[src/rtl/hilo_muldiv.sv]
// Multi-cycle HI/LO multiply/divide unit: 2-cycle multiply, 33-cycle radix-2 restoring divide.
// Define HILO_MADD_EN to build MADD/MADDU/MSUB/MSUBU accumulate support.
module hilo_muldiv (
  input  logic        clk,
  input  logic        rst,
  input  logic        flush,
  input  logic        start,
  input  logic [2:0]  op,
  input  logic [31:0] a,
  input  logic [31:0] b,
  input  logic [63:0] hilo_cur,
  output logic        busy,
  output logic        done,
  output logic        hilo_we,
  output logic [63:0] hilo_o
);

  typedef enum logic [1:0] {IDLE, MUL, DIV, FIN} state_t;

  state_t      state, state_n;
  logic [2:0]  op_q;
  logic [31:0] a_q, b_q;
  logic [63:0] prod_q;
  logic [31:0] rem_q, quo_q;
  logic [4:0]  cnt_q;
  logic        div_q;

  logic        accept, acc_in, acc_q_op, to_mul;
  logic [31:0] abs_a_in, dvsr;
  logic [63:0] prod, prod_acc;

  assign accept = (state == IDLE) && start && !flush;

`ifdef HILO_MADD_EN
  logic [63:0] acc_q;
  assign acc_in   = op[2];
  assign acc_q_op = op_q[2];
  always_ff @(posedge clk) begin
    if (rst)         acc_q <= '0;
    else if (accept) acc_q <= hilo_cur;
  end
  // op_q[1] distinguishes subtract from add within the accumulate group
  assign prod_acc = !acc_q_op ? prod : (op_q[1] ? acc_q - prod : acc_q + prod);
`else
  logic unused_acc;
  assign acc_in     = 1'b0;
  assign acc_q_op   = 1'b0;
  assign unused_acc = ^{op[2], op_q[2], hilo_cur, acc_q_op};
  assign prod_acc   = prod;
`endif

  assign to_mul = !op[1] || acc_in;

  // One 33x33 signed multiplier covers both signed and unsigned forms
  logic signed [32:0] ma, mb;
  logic signed [65:0] mprod;
  logic [1:0]         unused_mprod;
  assign ma           = {!op_q[0] && a_q[31], a_q};
  assign mb           = {!op_q[0] && b_q[31], b_q};
  assign mprod        = ma * mb;
  assign prod         = mprod[63:0];
  assign unused_mprod = mprod[65:64];

  assign abs_a_in = (!op[0] && a[31]) ? (~a + 32'd1) : a;
  assign dvsr     = (!op_q[0] && b_q[31]) ? (~b_q + 32'd1) : b_q;

  // Restoring step; a zero divisor always subtracts, leaving q=all-ones, r=|dividend|
  logic [32:0] r_sh, r_diff;
  logic        r_ge;
  assign r_sh   = {rem_q, quo_q[31]};
  assign r_diff = r_sh - {1'b0, dvsr};
  assign r_ge   = r_sh >= {1'b0, dvsr};

  logic        neg_q, neg_r;
  logic [31:0] quo_fix, rem_fix;
  assign neg_q   = !op_q[0] && (a_q[31] ^ b_q[31]);
  assign neg_r   = !op_q[0] && a_q[31];
  assign quo_fix = neg_q ? (~quo_q + 32'd1) : quo_q;
  assign rem_fix = neg_r ? (~rem_q + 32'd1) : rem_q;

  always_comb begin
    state_n = state;
    case (state)
      IDLE: if (accept) state_n = to_mul ? MUL : DIV;
      MUL:  state_n = FIN;
      DIV:  if (cnt_q == 5'd31) state_n = FIN;
      FIN:  state_n = IDLE;
      default: state_n = IDLE;
    endcase
    if (flush) state_n = IDLE;
  end

  always_comb begin
    busy    = accept || (state == MUL) || (state == DIV);
    done    = (state == FIN) && !flush;
    hilo_we = done;
    hilo_o  = '0;
    if (done) hilo_o = div_q ? {rem_fix, quo_fix} : prod_q;
  end

  always_ff @(posedge clk) begin
    if (rst) begin
      state  <= IDLE;
      op_q   <= '0;
      a_q    <= '0;
      b_q    <= '0;
      prod_q <= '0;
      rem_q  <= '0;
      quo_q  <= '0;
      cnt_q  <= '0;
      div_q  <= 1'b0;
    end else begin
      state <= state_n;
      if (accept) begin
        op_q  <= op;
        a_q   <= a;
        b_q   <= b;
        div_q <= !to_mul;
        cnt_q <= '0;
        rem_q <= '0;
        quo_q <= abs_a_in;
      end else if (state == MUL) begin
        prod_q <= prod_acc;
      end else if (state == DIV) begin
        rem_q <= r_ge ? r_diff[31:0] : r_sh[31:0];
        quo_q <= {quo_q[30:0], r_ge};
        cnt_q <= cnt_q + 5'd1;
      end
    end
  end

endmodule

[config.mk]
export PLATFORM = sky130hd
export DESIGN_NAME = hilo_muldiv
export DESIGN_NICKNAME = d
export VERILOG_FILES = /design/src/rtl/hilo_muldiv.sv
export SDC_FILE = /design/constraint.sdc
export NUM_CORES = 2
export LEC_CHECK = 0
export ABC_AREA = 1
export CORE_AREA = 2 2 447 449
export CTS_BUF_LIST = sky130_fd_sc_hd__clkbuf_4 sky130_fd_sc_hd__clkbuf_8 sky130_fd_sc_hd__clkbuf_16
export DETAILED_ROUTE_END_ITERATION = 12
export DIE_AREA = 0 0 449 451
export PLACE_DENSITY = 0.46
export SLEW_MARGIN = 20
export SYNTH_ARGS = -nofsm -noshare
export SYNTH_HDL_FRONTEND = slang
export SYNTH_SLANG_ARGS = --single-unit
[constraint.sdc]
create_clock -name clk -period 9.5 [get_ports clk]
set_input_delay 1.9 -clock clk [delete_from_list [all_inputs] [get_ports clk]]
set_output_delay 1.9 -clock clk [all_outputs]
set_load 0.005 [all_outputs]
==> After elaboration in Yosys (flattened, before gate mapping) <==
Index checks and enable logic that the tools add are counted.
{ "totals": {"output_inout_bits": 67, "reg_bits": 201, "elab_cells": 65, "input_bits": 135} }
{ "classes": {"n_lt_le_gt_ge": 1, "mux": 14, "eq_ne": 7, "bitwise_logic": 7, "add_sub_neg": 6, "multipliers": 1, "reduce_logical": 20} }
{ "op_table": {"columns": ["operator", "count"], "rows": [
  ["$mux 32", 8],
  ["$add 32x1->32 const B", 4],
  ["$mux 64", 2],
  ["$not 32->32", 4],
  ["$mul 33x33->64", 1],
  ["$ge 33x32->1", 1],
  ["$sub 32x32->32", 1],
  ["$pmux 2 s4", 1],
  ["$reduce_and 2->1", 4],
  ["$logic_and 1x1->1", 7],
  ["$mux 2", 3],
  ["$ne 2x2->1 const B", 3],
  ["$add 5x1->5 const B", 1],
  ["$eq 5x5->1 const B", 1],
  ["$eq 2x2->1 const B", 2],
  ["$reduce_or 2->1", 2],
  ["$logic_not 1->1", 3],
  ["$eq 2x1->1 const B", 1],
  ["$logic_not 2->1", 1],
  ["$logic_or 1x1->1", 2],
  ["$not 1->1", 2],
  ["$reduce_bool 2->1", 1],
  ["$xor 1x1->1", 1]
]} }

==> Depth between registers and ports, before layout <==
{ "logic_depth": {"depth_word": 7, "depth_mapped": 35, "depth_no_buf": 33} }

==> Worst setup path before layout <==
OpenSTA, ideal clock, no wires.
{ "synth_path": {"path_type": "register to register", "startpoint": "register op_q[0]", "endpoint": "register prod_q[63]", "stages_incl_launch_ff": 29, "setup_slack_ns": 2.211, "t_required_ns": 9.371, "synth_period_minus_slack_ns": 7.289, "setup_time_ns": 0.129, "n_path_buf": 2, "arrival_time_ns": 7.160, "cell_sequence": "dfxtp_1 -> clkbuf_1 -> buf_1 -> nor2_1 -> fa_1 -> inv_1 -> fa_1 -> inv_1 -> fa_1 -> inv_1 -> fa_1 -> fa_1 -> fa_1 -> inv_1 -> fa_1 -> inv_1 -> fa_1 -> inv_1 -> ha_1 -> inv_1 -> nor3_1 -> nand2_1 -> nor2_1 -> and2_1 -> nand2_1 -> nand2_1 -> nand3_1 -> nand2_1 -> a21oi_1"} }
{ "synth_between": {"elab_chain_len": 3, "elab_cells_between_ends": 4, "classes_between": "1 x mul; 3 x reduce/logical"} }
{ "synth_lines": {"columns": ["element", "line", "text"], "rows": [
  ["start: declaration", "21", "logic [2:0] op_q;"],
  ["start signal: assignment", "115", "op_q <= op;"],
  ["$logic_not 1->1 *", "58, 59", null],
  ["$logic_and 1x1->1, on equally long branches", "58, 59", null],
  ["$mul 33x33->64 *", "60", "assign mprod = ma * mb;"],
  ["end signal: assignment", "123", "prod_q <= prod_acc;"],
  ["end: declaration", "23", "logic [63:0] prod_q;"]
]} }
Every way passes the cells marked *; elsewhere a longest branch is shown, timed or not.
A chain may end at the register's enable or synchronous reset.

==> Final worst setup path <==
{ "layout_path": {"startpoint": "register a_q[31]", "endpoint": "register prod_q[54]"} }
{ "layout_between": {"elab_chain_len": 2} }
{ "layout_lines": {"columns": ["element", "line", "text"], "rows": [
  ["start: declaration", "22", "logic [31:0] a_q, b_q;"],
  ["start signal: assignment", "105", "a_q <= '0;"],
  ["start signal: assignment", "116", "a_q <= a;"],
  ["$logic_and 1x1->1", "58", "assign ma = {!op_q[0] && a_q[31], a_q};"],
  ["$mul 33x33->64 *", "60", null]
]} }
Marks and branches as above.

==> results_dict.tcl <==
set metrics [dict create \
    run_status "finished clean" \
    powerDensity_nw_per_um2 113 \
    synth_top_family_by_area "adder cells" \
    n_fill_cell 21800 \
    cp.arrival_ps 8940 \
    wl_met3_um 8270 \
    drv_slew 0 \
    finalHoldViolations 0 \
    synthAdderAreaFrac_pct 46.7 \
    fin_ws_ps 1060 \
    post-cts-setup-buffers 0 \
    crit_required_ps 10000 \
    final_nets 9116 \
    final.period_utilization_pct 88.8 \
    cap_violations 0 \
    dr.first_iter.drc_count 3481 \
    synth_area_leaders "fa_1 41%, inv_1 14%, nand2_1 14%, dfxtp_1 7.3%, ha_1 5.8%" \
    grt_pass1_wl_um 317000 \
    fmax_mhz 119 \
    grt_pass1_vias 48600 \
    synth_xor_area_share_pct 1.50 \
    p_seq_share_pct 15.7 \
    start_util_pct 27.8 \
    cts_hold_buf 0 \
    crit_top_cell "fa_1" \
    grt_max_degree 65 \
    final_cell_mix "2032 x nand2_1, 2030 x inv_1, 1125 x fa_1" \
    drive_above_1_share_pct 3.56 \
    synth_edf_count 0 \
    combPwrFrac_pct 67.7 \
    worst_slew_pin_slew_ps 1120 \
    skew_ps 38.6 \
    layout-area-overhead-vs-synth_pct 9.62 \
    power_frac_clock_pct 16.5 \
    slowest_delay_ps 770 \
    final_common_cell "nand2_1" \
    clock-sinks 201 \
    rsz0062_at_grt "false" \
    drt-pass1-iter-count 6 \
    async_reset_ff_share_pct 0 \
    std_cell_rows 164 \
    cts_tree "built" \
    p_leak_nw 32.2 \
    ios 202 \
    placed_cells 10200 \
    slew_headroom_pct 25.2 \
    setup_viol 0 \
    place_congestion 0.944 \
    synth_largest_area_cell "fa_1" \
    antenna_left 0 \
    synth_cell_types 50 \
    clockRootBuffer "clkbuf_16" \
    hp-class "flop to flop" \
    clk_pin_slew_ps 70 \
    synth-seq-cells 201 \
    syn_area_um2 55000 \
    routed_wl_um 209000 \
    path_delay_family "adder cells" \
    postCtsResizedCells 0 \
    coreArea_um2 198000 \
    met1Wirelength_um 94200 \
    cp_slowest_cell "dfxtp_1" \
    via_count 47100 \
    grt_usage_pct 20.7 \
    fin_tns_setup_ps 0 \
    die_width_um 449 \
    cp-start-kind "flop" \
    synth_flop_cell "dfxtp_1" \
    syn_area_per_cell_um2 7.17 \
    synth-compound-area-share_pct 5.93 \
    gr-total-overflow 0 \
    routed.top_layer "met5" \
    syn-num-nets 9195 \
    post-route-min-period_ps 8440 \
    worst_hold_slack_ps 476 \
    drc 0 \
    numPortBuffers 136 \
    h-tree-depth 1 \
    cell_internal_pwr_w 0.00306 \
    place_ws_ps 1070 \
    p_switching_w 0.00375 \
    path_buf_inv 7 \
    yosysWarnings 0 \
    clock_path_buffers 3 \
    synthSimpleGateAreaFrac_pct 21.8 \
    viasPerCell 4.58 \
    hpwl_um 177000 \
    cts_buffers 27 \
    critPathKind "flop to flop" \
    insertion_delay_ps 600 \
    dr_wl_met2_um 102000 \
    sw_frac_of_total_pct 55.1 \
    synth.mux.area_fraction_pct 0 \
    finalNonFillerCells 10300 \
    synthCells 7679 \
    die_h_um 451 \
    synth_seq_area_share_pct 7.31 \
    antenna_found_initial 5 \
    routedWlPerCell_um 20.3 \
    max-vdd-ir-drop_mv 0.139 \
    synth_top_cell_area_share_pct 41.0 \
    critical_path_peak_fanout 26 \
    crit_path_end_kind "flop" \
    die-area_um2 202000 \
]
[power by group through the flow]
stage / Combinational (W) / Sequential (W) / Clock, W
after floorplan: 0.00298 / 0.000953 / 0
after global placement: 0.00463 / 0.00109 / 0
after detailed placement: 0.00461 / 0.00109 / 0
after CTS: 0.00466 / 0.00107 / 0.00115
after global routing: 0.00515 / 0.00108 / 0.00118
final: 0.00461 / 0.00107 / 0.00113
[area by class of cell]
cell class | instances | area [um2] | share of cell area, %
multi-input combinational | 5056 | 41900 | 69.4
inverter | 2046 | 7680 | 12.7
sequential | 201 | 4050 | 6.71
tap | 2656 | 3320 | 5.51
timing repair buffer | 268 | 2450 | 4.06
clock buffer | 31 | 718 | 1.19
clock inverter | 19 | 235 | 0.390
antenna | 8 | 20.0 | 0.0332
[worst min-delay path, cell delays in order (launching register included)]
cell and delay, ps:
dfxtp_1 310, nand2_1 60, a21oi_1 50
[registers in the layout, summed over array words and instances (netlist names)]
signal,cells
prod_q,64
a_q,32
cnt_q,5
op_q,1
state,2
b_q,32
quo_q,32
rem_q,32
div_q,1
[layer usage]
layer / global-route usage, % / up-vias
met5: 0 / -
met4: 3.87 / 2
met3: 1.41 / 144
met2: 35.7 / 1069
met1: 28.7 / 23900
li1: - / 22000
[synthesized netlist by cell type, types with 15 or more instances]
cell,instances
a211oi_1,15
a21oi_1,247
a31oi_1,24
buf_1,62
clkbuf_1,290
dfxtp_1,201
fa_1,1126
ha_1,255
inv_1,2033
nand2_1,2033
nand3_1,288
nand4_1,44
nor2_1,488
nor2_2,16
nor3_1,45
o211ai_1,15
o21ai_0,240
o21bai_1,16
xnor2_1,27
xor2_1,67
[final timing paths]
| path | from | end | slack [ps] | depth (start not counted) |
|---|---|---|---|---|
| max reg2reg | a_q[31] | prod_q[54] | 1060 | 27 |
| max | a_q[31] | prod_q[54] | 1060 | 27 |
| min reg2reg | cnt_q[4] | cnt_q[4] | 480 | 2 |
| min | cnt_q[4] | cnt_q[4] | 480 | 2 |
[stage by stage]
| stage | total power, W | util (%) | cell area, um2 |
|---|---|---|---|
| after floorplan | 0.00393 | - | 55000 |
| after global placement | 0.00573 | 29.9 | 59400 |
| after detailed placement | 0.00571 | 29.9 | 59400 |
| after CTS | 0.00689 | 30.4 | 60300 |
| after global routing | 0.00741 | 30.4 | 60300 |
| final | 0.00681 | 30.4 | 60300 |
[cells by family (layout without fill, tap and decap cells)]
logic type,after synthesis,count (layout)
other,0,8
XOR/XNOR,94,94
buffers and inverters,2422,2364
flip-flops,201,201
adder cells (fa/ha/maj),1381,1381
AO/OA/AOI/OAI,599,599
AND/OR/NAND/NOR,2982,2982
Note: power is estimated with default switching activity, not from simulation.
